$ cat src/rtl/xbar_pkg.sv
// Shared crossbar definitions: arbiter FSM states, command encoding and default widths.
package xbar_pkg;

    typedef enum logic [1:0] {
        IDLE      = 2'd0,
        BUSY      = 2'd1,
        WAIT_RESP = 2'd2
    } arb_state_t;

    localparam logic CMD_READ  = 1'b0;
    localparam logic CMD_WRITE = 1'b1;

    localparam int DEF_ADDR_W = 32;
    localparam int DEF_DATA_W = 32;

    // Index width for a master count; never zero so single-bit selects stay legal.
    function automatic int idx_w(input int n);
        return (n > 1) ? $clog2(n) : 1;
    endfunction

endpackage

$ cat src/rtl/rr_arbiter.sv
// Combinational round-robin picker: first asserted request at or after rr_ptr, wrapping at N_MASTERS-1.
module rr_arbiter
    import xbar_pkg::*;
#(
    parameter int N_MASTERS = 2,
    localparam int IDX_W = idx_w(N_MASTERS)
) (
    input  logic [N_MASTERS-1:0] req_i,
    input  logic [IDX_W-1:0]     rr_ptr_i,
    output logic [IDX_W-1:0]     gnt_idx_o,
    output logic                 gnt_valid_o
);

    logic [IDX_W-1:0] idx;

    always_comb begin
        gnt_idx_o   = '0;
        gnt_valid_o = 1'b0;
        idx         = rr_ptr_i;
        // Explicit wrap keeps the walk inside 0..N_MASTERS-1 for non-power-of-2 counts.
        for (int k = 0; k < N_MASTERS; k++) begin
            if (!gnt_valid_o && req_i[idx]) begin
                gnt_idx_o   = idx;
                gnt_valid_o = 1'b1;
            end
            idx = (idx == IDX_W'(N_MASTERS - 1)) ? '0 : idx + IDX_W'(1);
        end
    end

endmodule

$ cat src/rtl/xbar_slave_arbiter.sv
// Per-slave crossbar arbiter: round-robin grant, one outstanding transaction, responses routed to the granted master.
module xbar_slave_arbiter
    import xbar_pkg::*;
#(
    parameter int N_MASTERS = 2,
    parameter int ADDR_W    = DEF_ADDR_W,
    parameter int DATA_W    = DEF_DATA_W
) (
    input  logic                          clk,
    input  logic                          rst,
    input  logic [N_MASTERS-1:0]          m_req,
    input  logic [N_MASTERS*ADDR_W-1:0]   m_addr,
    input  logic [N_MASTERS-1:0]          m_cmd,
    input  logic [N_MASTERS*DATA_W-1:0]   m_wdata,
    output logic [N_MASTERS-1:0]          m_ack,
    output logic [N_MASTERS-1:0]          m_resp,
    output logic [N_MASTERS*DATA_W-1:0]   m_rdata,
    output logic                          s_req,
    output logic [ADDR_W-1:0]             s_addr,
    output logic                          s_cmd,
    output logic [DATA_W-1:0]             s_wdata,
    input  logic                          s_ack,
    input  logic                          s_resp,
    input  logic [DATA_W-1:0]             s_rdata
);

    localparam int IDX_W = idx_w(N_MASTERS);

    arb_state_t       state_q, state_d;
    logic [IDX_W-1:0] gnt_q, gnt_d;
    logic [IDX_W-1:0] rr_ptr_q, rr_ptr_d;
    logic [IDX_W-1:0] arb_idx;
    logic             arb_valid;
    logic             sel_req;
    logic             sel_cmd;

    function automatic logic [IDX_W-1:0] wrap_inc(input logic [IDX_W-1:0] v);
        return (v == IDX_W'(N_MASTERS - 1)) ? '0 : v + IDX_W'(1);
    endfunction

    rr_arbiter #(
        .N_MASTERS (N_MASTERS)
    ) u_rr_arbiter (
        .req_i       (m_req),
        .rr_ptr_i    (rr_ptr_q),
        .gnt_idx_o   (arb_idx),
        .gnt_valid_o (arb_valid)
    );

    always_ff @(posedge clk) begin
        if (rst) begin
            state_q  <= IDLE;
            gnt_q    <= '0;
            rr_ptr_q <= '0;
        end else begin
            state_q  <= state_d;
            gnt_q    <= gnt_d;
            rr_ptr_q <= rr_ptr_d;
        end
    end

    assign sel_req = m_req[gnt_q];
    assign sel_cmd = m_cmd[gnt_q];

    always_comb begin
        state_d  = state_q;
        gnt_d    = gnt_q;
        rr_ptr_d = rr_ptr_q;
        s_req    = 1'b0;
        s_addr   = '0;
        s_cmd    = 1'b0;
        s_wdata  = '0;
        m_ack    = '0;
        m_resp   = '0;
        m_rdata  = '0;

        unique case (state_q)
            IDLE: begin
                if (arb_valid) begin
                    gnt_d   = arb_idx;
                    state_d = BUSY;
                end
            end

            BUSY: begin
                s_req   = sel_req;
                s_addr  = m_addr[int'(gnt_q)*ADDR_W +: ADDR_W];
                s_cmd   = sel_cmd;
                s_wdata = m_wdata[int'(gnt_q)*DATA_W +: DATA_W];
                // A master withdrawing its request abandons the slot without moving the pointer.
                if (!sel_req) begin
                    state_d = IDLE;
                end else if (s_ack) begin
                    m_ack[gnt_q] = 1'b1;
                    if (sel_cmd == CMD_WRITE) begin
                        state_d  = IDLE;
                        rr_ptr_d = wrap_inc(gnt_q);
                    end else begin
                        state_d = WAIT_RESP;
                    end
                end
            end

            WAIT_RESP: begin
                if (s_resp) begin
                    m_resp[gnt_q]                          = 1'b1;
                    m_rdata[int'(gnt_q)*DATA_W +: DATA_W] = s_rdata;
                    state_d                                = IDLE;
                    rr_ptr_d                               = wrap_inc(gnt_q);
                end
            end

            default: state_d = IDLE;
        endcase
    end

endmodule

$ cat config.mk
export PLATFORM = sky130hd
export DESIGN_NAME = xbar_slave_arbiter
export DESIGN_NICKNAME = d
export VERILOG_FILES = /design/src/rtl/xbar_pkg.sv /design/src/rtl/rr_arbiter.sv /design/src/rtl/xbar_slave_arbiter.sv
export SDC_FILE = /design/constraint.sdc
export NUM_CORES = 1
export LEC_CHECK = 0
export CAP_MARGIN = 20
export CELL_PAD_IN_SITES_DETAIL_PLACEMENT = 0
export CELL_PAD_IN_SITES_GLOBAL_PLACEMENT = 1
export CORE_AREA = 3 3 115 117
export CTS_BUF_LIST = sky130_fd_sc_hd__clkbuf_8
export DETAILED_ROUTE_END_ITERATION = 8
export DIE_AREA = 0 0 118 120
export DONT_BUFFER_PORTS = 1
export GPL_TIMING_DRIVEN = 0
export PLACE_DENSITY = 0.38
export SYNTH_ARGS = -nofsm -noshare
export SYNTH_HDL_FRONTEND = slang
export SYNTH_SLANG_ARGS = --single-unit
$ cat constraint.sdc
create_clock -name clk -period 1.6 [get_ports clk]
set_clock_uncertainty 0.1 [all_clocks]
set_input_delay 0.24 -clock clk [delete_from_list [all_inputs] [get_ports clk]]
set_output_delay 0.24 -clock clk [all_outputs]
set_load 0.01 [all_outputs]
==> results of run 1 <==
-- synth_stat cells, drive strengths merged --
library cell,instances
nand3,2
a21o,1
mux2,1
nand2b,3
nand4,1
o21ai,1
dfxtp,4
mux2i,65
a21oi,4
o31a,1
inv,3
nand3b,4
buf,21
o32ai,1
nor3b,1
a41oi,1
nand2,2
and2,64
nor2,70
a211oi,1
-- repair_timing --
action                     4_1_cts  5_1_grt
buffers inserted                 8        3
hold buffers                     1        0
resized for setup              149       88
setup endpoints to repair      122      130
hold endpoints to repair         3        0
pin swaps                        7       38
cloned                           3        8
-- how the worst max path moves through the flow --
stage	end	slack, ns	startpoint
detailed placement	s_addr[25]	-0.02	gnt_q$_SDFFE_PP0P_
global route	s_wdata[21]	-0.12	gnt_q$_SDFFE_PP0P_
CTS	m_rdata[55]	-0.1	state_q[0]$_SDFFE_PP0P_
global placement	s_addr[25]	-0.02	gnt_q$_SDFFE_PP0P_
finish	m_rdata[16]	-0.06	state_q[0]$_SDFFE_PP0P_
floorplan	s_addr[0]	0.22	state_q[1]$_SDFFE_PP0P_
-- routing by layer --
metal	up-vias	routed length [um]	GRT usage (%)
met5	-	0	0
met4	0	170	3.00
met3	10	934	3.82
met2	169	4750	18.9
met1	908	2840	9.64
li1	887	-	-
-- flip-flops by register name, indices dropped and copies added, names as in the netlist --
signal / count
gnt_q: 1
rr_ptr_q: 1
state_q: 2
-- cells by family (layout without fill, tap and decap cells) --
kind of cell           count (synthesis)  count (layout)  share of synthesized area [%]
and+or+nand+nor                      147             147                           43.8
DFF                                    4               4                           4.55
muxes                                 66              66                           37.8
buffers and inverters                 24              50                           9.32
AOI/OAI and AO/OA                     10              10                           4.48
-- layout make-up --
type	instances	area [sq um]
fill	1329	9350
multi-input combinational	223	2140
timing repair buffer	23	337
buffer	21	284
tap	172	215
sequential	4	86.3
clock buffer	3	41.3
inverter	3	11.3
-- layout by cell type (no fill, tap or decap), types with 3 or more instances in the layout --
cell       count
nor2_4        23
buf_8         10
nor2_1        13
mux2i_2       17
and2_4        64
mux2i_4       12
mux2i_1       36
a21oi_1        3
buf_6         10
buf_4          9
clkbuf_16      6
nor2_2        34
clkbuf_8       3
nand3b_1       3
buf_12         6
-- per-stage QoR --
step | setup TNS [ns] | total power (uW)
floorplan | 0 | 528
global placement | -0.0226 | 607
detailed placement | -0.0239 | 605
CTS | -6.74 | 1010
global route | -12.18 | 1220
finish | -4.54 | 1150
-- power by group --
part | total [uW] | switching (uW) | leakage, uW | internal (uW)
Combinational | 812 | 432 | 0.00100 | 380
Clock | 221 | 59.8 | 0.0000216 | 161
Sequential | 115 | 7.68 | 0.0000342 | 108
-- worst max-delay path, stage by stage, from the launching register on --
cell and delay [ns]:
dfxtp_4 0.35, nand3b_4 0.19, nor2_4 0.13, buf_12 0.14, clkbuf_16 0.13, and2_4 0.14
==> impl_metrics.csv, run 1 <==
group,metric,value,unit
placement,dp_cells,423,
floorplan,chipWidth,118,um
placement,pre_cts_slack,-0.0239,ns
setup_path,r2r-start,"gnt_q$_SDFFE_PP0P_",
synth,yosysTopAreaCell,"mux2i_1",
synth,ys_seq_elements,4,
floorplan,die_area,14200,sq um
placement,io_buffers,0,
route,totalWireLength,8690,um
route,ant_nets,0,
floorplan,start_util,14.1,%
sta,drv_slew,0,
clocking,clock-sinks,4,
floorplan,io_pins,302,
grt,grt_max_degree,11,
synth,syn_area_per_cell,7.01,sq um
placement,dp_hpwl,6410,um
hold_path,hp-class,"in2reg",
hold_path,holdPathStages,1,
clocking,cts-htree-levels,1,
clocking,cts-root-buf,"clkbuf_8",
synth,synth_top_area_share,37.0,%
pwr,leakage,0.00106,uW
sta,period_share,104,%
grt,grt_pass1_wl,11000,um
sta,hold_viol_final,0,
cells_and_area,syn2layout_area_growth,77.0,%
setup_path,regToRegEndpoint,"state_q[1]$_SDFFE_PP0P_",
grt,grt_overflow_total,0,
sta,hold_slack,0.0332,ns
cells_and_area,n_antenna_cell,0,
pwr,vdd_drop_max,213,uV
sta,fmax,0.602,GHz
synth,ys_types,24,
synth,postSynthCellCount,251,
sta,rsz0062_at_grt,"true",
setup_path,critPathLaunchType,"register",
synth,synth_fp_nets,419,
setup_path,worstPathRequired,1.26,ns
synth,netlist_area,1760,sq um
run,cap_violations,0,
grt,antenna_found_initial,0,
setup_path,crit_fanout,6,
route,vias,1974,
setup_path,worstPathArrival,1.32,ns
placement,place_area,1970,sq um
route,firstDrtPassIters,4,
sta,setup_viol,118,
clocking,path_clk_slew,0.04,ns
pwr,powerDensity,369,nW/um^2
outcome,outcome,"complete, but fails checks",
floorplan,rows,41,
clocking,cts_buffers,3,
hold_path,whs_endpoint,"rr_ptr_q$_SDFFE_PP0P_",
clocking,clock_latency,0.22,ns
synth,ys_top_cells_by_area,"mux2i_1, and2_1, nor2_1, dfxtp_1, buf_4",
floorplan,coreArea,12500,sq um
route,vias_per_cell,4.40,
hold_path,min-delay-start,"rst",
cells_and_area,drive_gt1_share,74.4,%
clocking,cts_max_path_buffers,2,
setup_path,reg2reg_depth,4,
sta,worst_pin_slew,0.300,ns
cells_and_area,layout.nets,447,
sta,fin_ws,-0.0615,ns
setup_path,reg2reg_slack,0.20,ns
setup_path,endpoint_kind,"output port",
sta,min_period,1.66,ns
sta,slew_headroom,80.0,%
clocking,cts_tree,"built",
floorplan,die_y,120,um
cells_and_area,design_area,3110,sq um
synth,yosysSeqAreaShare,4.55,%
outcome,violations,"negative setup slack",
placement,place_congestion,0.710,
route,drtIter0Drc,41,
synth,yosysWarningCount,0,
cells_and_area,final_cells,449,
setup_path,crit_type,"reg2out",
route,drcViolationCount,0,
route,wl_per_cell,19.4,um
cells_and_area,final_core_util,25.0,%
grt,grt_pass1_vias,1951,
grt,grt_usage,9.80,%
No activity file was read; power rests on OpenSTA's default activity.
==> run 2: changes to the inputs <==
--- a/config.mk
+++ b/config.mk
@@ -8,13 +8,13 @@
 export CAP_MARGIN = 20
 export CELL_PAD_IN_SITES_DETAIL_PLACEMENT = 0
 export CELL_PAD_IN_SITES_GLOBAL_PLACEMENT = 1
-export CORE_AREA = 3 3 115 117
+export CORE_AREA = 2 2 117 119
 export CTS_BUF_LIST = sky130_fd_sc_hd__clkbuf_8
 export DETAILED_ROUTE_END_ITERATION = 8
-export DIE_AREA = 0 0 118 120
+export DIE_AREA = 0 0 119 121
 export DONT_BUFFER_PORTS = 1
 export GPL_TIMING_DRIVEN = 0
-export PLACE_DENSITY = 0.38
+export PLACE_DENSITY = 0.36
 export SYNTH_ARGS = -nofsm -noshare
 export SYNTH_HDL_FRONTEND = slang
 export SYNTH_SLANG_ARGS = --single-unit
==> constraint.sdc (replaced) <==
create_clock -name clk -period 1.6 [get_ports clk]
set_clock_uncertainty 0.1 [all_clocks]
set_input_delay 0.24 -clock clk [delete_from_list [all_inputs] [get_ports clk]]
set_output_delay 0.24 -clock clk [all_outputs]
set_load 0.1 [all_outputs]
==> impl_metrics.csv, run 2 (synthesized netlist as in run 1, its figures left out) <==
group,metric,value,unit
cells_and_area,n_antenna_cell,0,
setup_path,worstPathArrival,1.62,ns
sta,worst_pin_slew,0.765,ns
cells_and_area,largest_reg_flops,2,
setup_path,r2r-start,"gnt_q$_SDFFE_PP0P_",
setup_path,crit_start,"gnt_q$_SDFFE_PP0P_",
cells_and_area,top_register,"state_q",
setup_path,worstPathRequired,1.26,ns
sta,hold_slack,0.0338,ns
clocking,cts_buffers,3,
grt,grt_pass1_wl,11300,um
cells_and_area,layout_common_cells,"nor2_4, and2_4, mux2i_1",
route,vias,1956,
route,ant_nets,0,
placement,dp_hpwl,6720,um
setup_path,crit_slowest_cell,"nor2_4",
sta,period_share,123,%
setup_path,endpoint_kind,"output port",
grt,grt_overflow_total,0,
route,vias_per_cell,4.28,
grt,antenna_found_initial,0,
hold_path,min-delay-start,"rst",
setup_path,cp.buffers_inverters,3,
cells_and_area,syn2layout_area_growth,88.8,%
clocking,cts-htree-levels,1,
sta,fin_ws,-0.364,ns
outcome,outcome,"complete, but fails checks",
sta,slew_headroom,48.9,%
sta,drv_slew,0,
floorplan,start_util,13.4,%
route,firstDrtPassIters,4,
sta,hold_viol_final,0,
setup_path,crit_type,"reg2out",
placement,place_congestion,0.657,
grt,grt_pass1_vias,1964,
sta,setup_viol,133,
sta,min_period,1.96,ns
floorplan,chipWidth,119,um
route,drtIter0Drc,23,
floorplan,coreArea,13100,sq um
floorplan,die_area,14400,sq um
placement,io_buffers,0,
sta,fmax,0.509,GHz
cells_and_area,num-fill-cells,1396,
route,drcViolationCount,0,
grt,grt_usage,10.2,%
cells_and_area,drive_gt1_share,75.8,%
clocking,cts_tree,"built",
setup_path,max_stage_delay,0.49,ns
cells_and_area,reg.largest.list,"state_q (2), gnt_q (1), rr_ptr_q (1)",
clocking,clock-sinks,4,
cells_and_area,final_common_cell,"nor2_4",
floorplan,die_y,121,um
setup_path,crit_chain,"buf_6 > buf_12 > clkbuf_16 > mux2i_2 > nor2_4",
setup_path,critPathLaunchType,"register",
floorplan,io_pins,302,
sta,rsz0062_at_grt,"true",
clocking,clock_latency,0.22,ns
outcome,violations,"negative setup slack",
pwr,vdd_drop_max,266,uV
setup_path,cp_top_family,"simple AND/OR/NAND/NOR gates",
clocking,path_clk_slew,0.03,ns
pwr,powerDensity,658,nW/um^2
pwr,total_power,2190,uW
clocking,cts_max_path_buffers,2,
setup_path,crit_fanout,9,
sta,fin_setup_tns,-38.21,ns
grt,grt_max_degree,11,
run,cap_violations,0,
clocking,cts-root-buf,"clkbuf_8",
route,totalWireLength,8160,um
route,wl_per_cell,17.9,um
cells_and_area,layout.nets,451,
hold_path,hp-class,"in2reg",
pwr,leakage,0.00110,uW
floorplan,rows,42,
==> run 2: cell count changes in the layout (fill, tap and decap cells not counted), sizes merged <==
cell / delta
buf: +8
clkbuf: -4
==> run 2: metal layers <==
layer,track usage [%],vias up,routed length [um]
li1,-,894,-
met1,9.98,907,2570
met2,20.6,153,4760
met3,2.77,2,766
met4,2.90,0,58
met5,0,-,0
==> run 2: cell type report <==
class                   count  area, sq um  share of cell area (%)
inverters                   3         11.3                   0.339
repair buffers             29          339                    10.2
well taps                 176          220                    6.63
plain buffers              19          334                    10.1
multi-input cells         223         2290                    68.9
flip-flops and latches      4         88.8                    2.67
clock buffers               3         41.3                    1.24
==> run 2: path summary, 6_finish.rpt <==
| path | endpoint | slack, ns | depth (start not counted) |
|---|---|---|---|
| setup / recovery | s_addr[17] | -0.36 | 5 |
| hold / removal | rr_ptr_q$_SDFFE_PP0P_ | 0.03 | 1 |
| setup reg to reg | state_q[1]$_SDFFE_PP0P_ | -0.07 | 4 |
| hold reg to reg | rr_ptr_q$_SDFFE_PP0P_ | 0.42 | 2 |
==> run 2: per-stage QoR <==
step | utilization (%) | setup slack, ns | cell area, sq um | std cells
after CTS | 24.5 | -0.386 | 3210 | 451
after floorplan | - | -0.131 | 2520 | 251
final | 25.4 | -0.364 | 3320 | 457
after global placement | 21.0 | -0.265 | 2750 | 427
after detailed placement | 21.0 | -0.288 | 2750 | 427
after global routing | 25.4 | -0.406 | 3320 | 457
==> run 2: timing repair <==
item	CTS	global route
setup buffers	16	7
gates resized for setup	70	16
setup endpoints to repair	135	134
hold endpoints to repair	3	0
hold buffers	1	0
gates cloned	5	2
pin swaps	90	19
==> run 2: power breakdown <==
group / switching, uW / internal (uW)
Combinational: 1440 / 423
Clock: 51.6 / 160
Sequential: 8.46 / 107
==> run 3: changes to the inputs <==
==> constraint.sdc (replaced) <==
create_clock -name clk -period 1.95 [get_ports clk]
set_clock_uncertainty 0.1 [all_clocks]
set_input_delay 0.2925 -clock clk [delete_from_list [all_inputs] [get_ports clk]]
set_output_delay 0.2925 -clock clk [all_outputs]
set_load 0.1 [all_outputs]
==> impl_metrics.csv, run 3 (synthesized netlist as in run 1, its figures left out) <==
group,metric,value,unit
setup_path,r2r-start,"gnt_q$_SDFFE_PP0P_",
floorplan,start_util,13.4,%
clocking,cts_tree,"built",
cells_and_area,design_area,3740,sq um
clocking,cts-root-buf,"clkbuf_8",
grt,antenna_found_initial,1,
clocking,clock_latency,0.21,ns
clocking,path_clk_slew,0.03,ns
floorplan,io_pins,302,
cells_and_area,drive_gt1_share,78.2,%
sta,setup_viol,101,
sta,hold_slack,0.0326,ns
cells_and_area,syn2layout_area_growth,113,%
cells_and_area,layout.nets,468,
grt,grt_overflow_total,0,
placement,dp_hpwl,7040,um
cells_and_area,top_register,"state_q",
setup_path,critPathLaunchType,"register",
floorplan,die_y,121,um
cells_and_area,layout_common_cells,"nor2_4, and2_4, mux2i_1",
setup_path,max_stage_delay,0.49,ns
route,totalWireLength,9170,um
route,vias_per_cell,4.37,
placement,place_area,2480,sq um
sta,rsz0062_at_grt,"true",
clocking,cts_max_path_buffers,2,
setup_path,endpoint_kind,"output port",
clocking,postCtsHoldBufs,0,
route,vias,2075,
route,ant_nets,0,
cells_and_area,largest_reg_flops,2,
outcome,violations,"negative setup slack",
sta,min_period,2.13,ns
route,drcViolationCount,0,
run,cap_violations,0,
clocking,clock-sinks,4,
pwr,leakage,0.00130,uW
hold_path,hp-class,"in2reg",
floorplan,rows,42,
setup_path,worstPathRequired,1.56,ns
grt,grt_pass1_wl,12200,um
sta,period_share,109,%
cells_and_area,reg.largest.list,"state_q (2), gnt_q (1), rr_ptr_q (1)",
route,firstDrtPassIters,4,
setup_path,cp_top_family,"buffers and inverters",
grt,grt_usage,11.2,%
setup_path,crit_type,"reg2out",
outcome,outcome,"complete, but fails checks",
setup_path,worstPathArrival,1.73,ns
floorplan,coreArea,13100,sq um
route,wl_per_cell,19.3,um
floorplan,chipWidth,119,um
setup_path,crit_fanout,5,
setup_path,cp.buffers_inverters,3,
floorplan,die_area,14400,sq um
placement,io_buffers,0,
cells_and_area,num-fill-cells,1382,
sta,fmax,0.471,GHz
clocking,cts_buffers,3,
sta,slew_headroom,25.8,%
setup_path,crit_start,"gnt_q$_SDFFE_PP0P_",
pwr,powerDensity,532,nW/um^2
cells_and_area,final_common_cell,"nor2_4",
grt,grt_max_degree,11,
placement,place_congestion,0.718,
hold_path,min-delay-start,"rst",
sta,fin_ws,-0.175,ns
setup_path,crit_slowest_cell,"nor2_4",
clocking,cts-htree-levels,1,
sta,fin_setup_tns,-7.61,ns
setup_path,crit_chain,"buf_6 > buf_12 > bufbuf_16 > mux2i_1 > nor2_4",
sta,worst_pin_slew,1.11,ns
sta,hold_viol_final,0,
sta,drv_slew,0,
grt,grt_pass1_vias,2044,
pwr,vdd_drop_max,234,uV
route,drtIter0Drc,60,
run 3: worst paths after layout:
kind,to,slack [ns],cells past startpoint
worst max-delay path,s_addr[14],-0.18,5
worst min-delay path,state_q[1]$_SDFFE_PP0P_,0.03,1
worst min register to register,rr_ptr_q$_SDFFE_PP0P_,0.43,2
worst max register to register,state_q[1]$_SDFFE_PP0P_,0.30,7
run 3: metal layers:
layer  vias up  part of all wire [%]  track usage [%]
met5         -                     0                0
met4         0                   2.7             4.17
met3        10                   8.6             2.77
met2       174                    58             22.1
met1       957                    31             11.2
li1        934                     -                -
run 3: repair_timing:
item / 4_1_cts / 5_1_grt
pin swaps: 85 / 81
buffers inserted: 24 / 6
setup endpoints to repair: 131 / 106
gates cloned: 8 / 7
resized for setup: 187 / 44
run 3: final cells by class:
cell class              instances  area (sq um)  share of cell area (%)
diodes                          1          2.50                  0.0668
plain buffers                  20           379                    10.1
clock buffers                   3          41.3                    1.10
inverters                       3          13.8                   0.368
multi-input cells             223          2290                    61.1
flip-flops and latches          4          88.8                    2.37
well taps                     176           220                    5.88
repair buffers                 45           712                    19.0
run 3: power breakdown:
part	leakage (uW)	switching [uW]	internal, uW
registers	0.0000345	6.24	87.4
logic	0.00124	1230	499
clock network	0.0000216	41.5	131
total	0.00130	1270	718
run 3: through the flow:
step	instances	setup WS, ns	util (%)	total power (uW)
floorplan	251	-0.445	-	1350
global placement	427	-0.649	18.5	1440
detailed placement	428	-0.213	18.9	1460
CTS	462	-0.183	26.4	1910
global route	475	-0.250	28.6	2070
finish	475	-0.175	28.6	1990
run 3: worst reg2reg max path, delay by kind of cell (launching register included):
| family | cells | cell delay, ns |
|---|---|---|
| AOI/OAI and AO/OA | 2 | 0.32 |
| buffers and inverters | 4 | 0.53 |
| DFF | 1 | 0.35 |
| muxes | 1 | 0.26 |
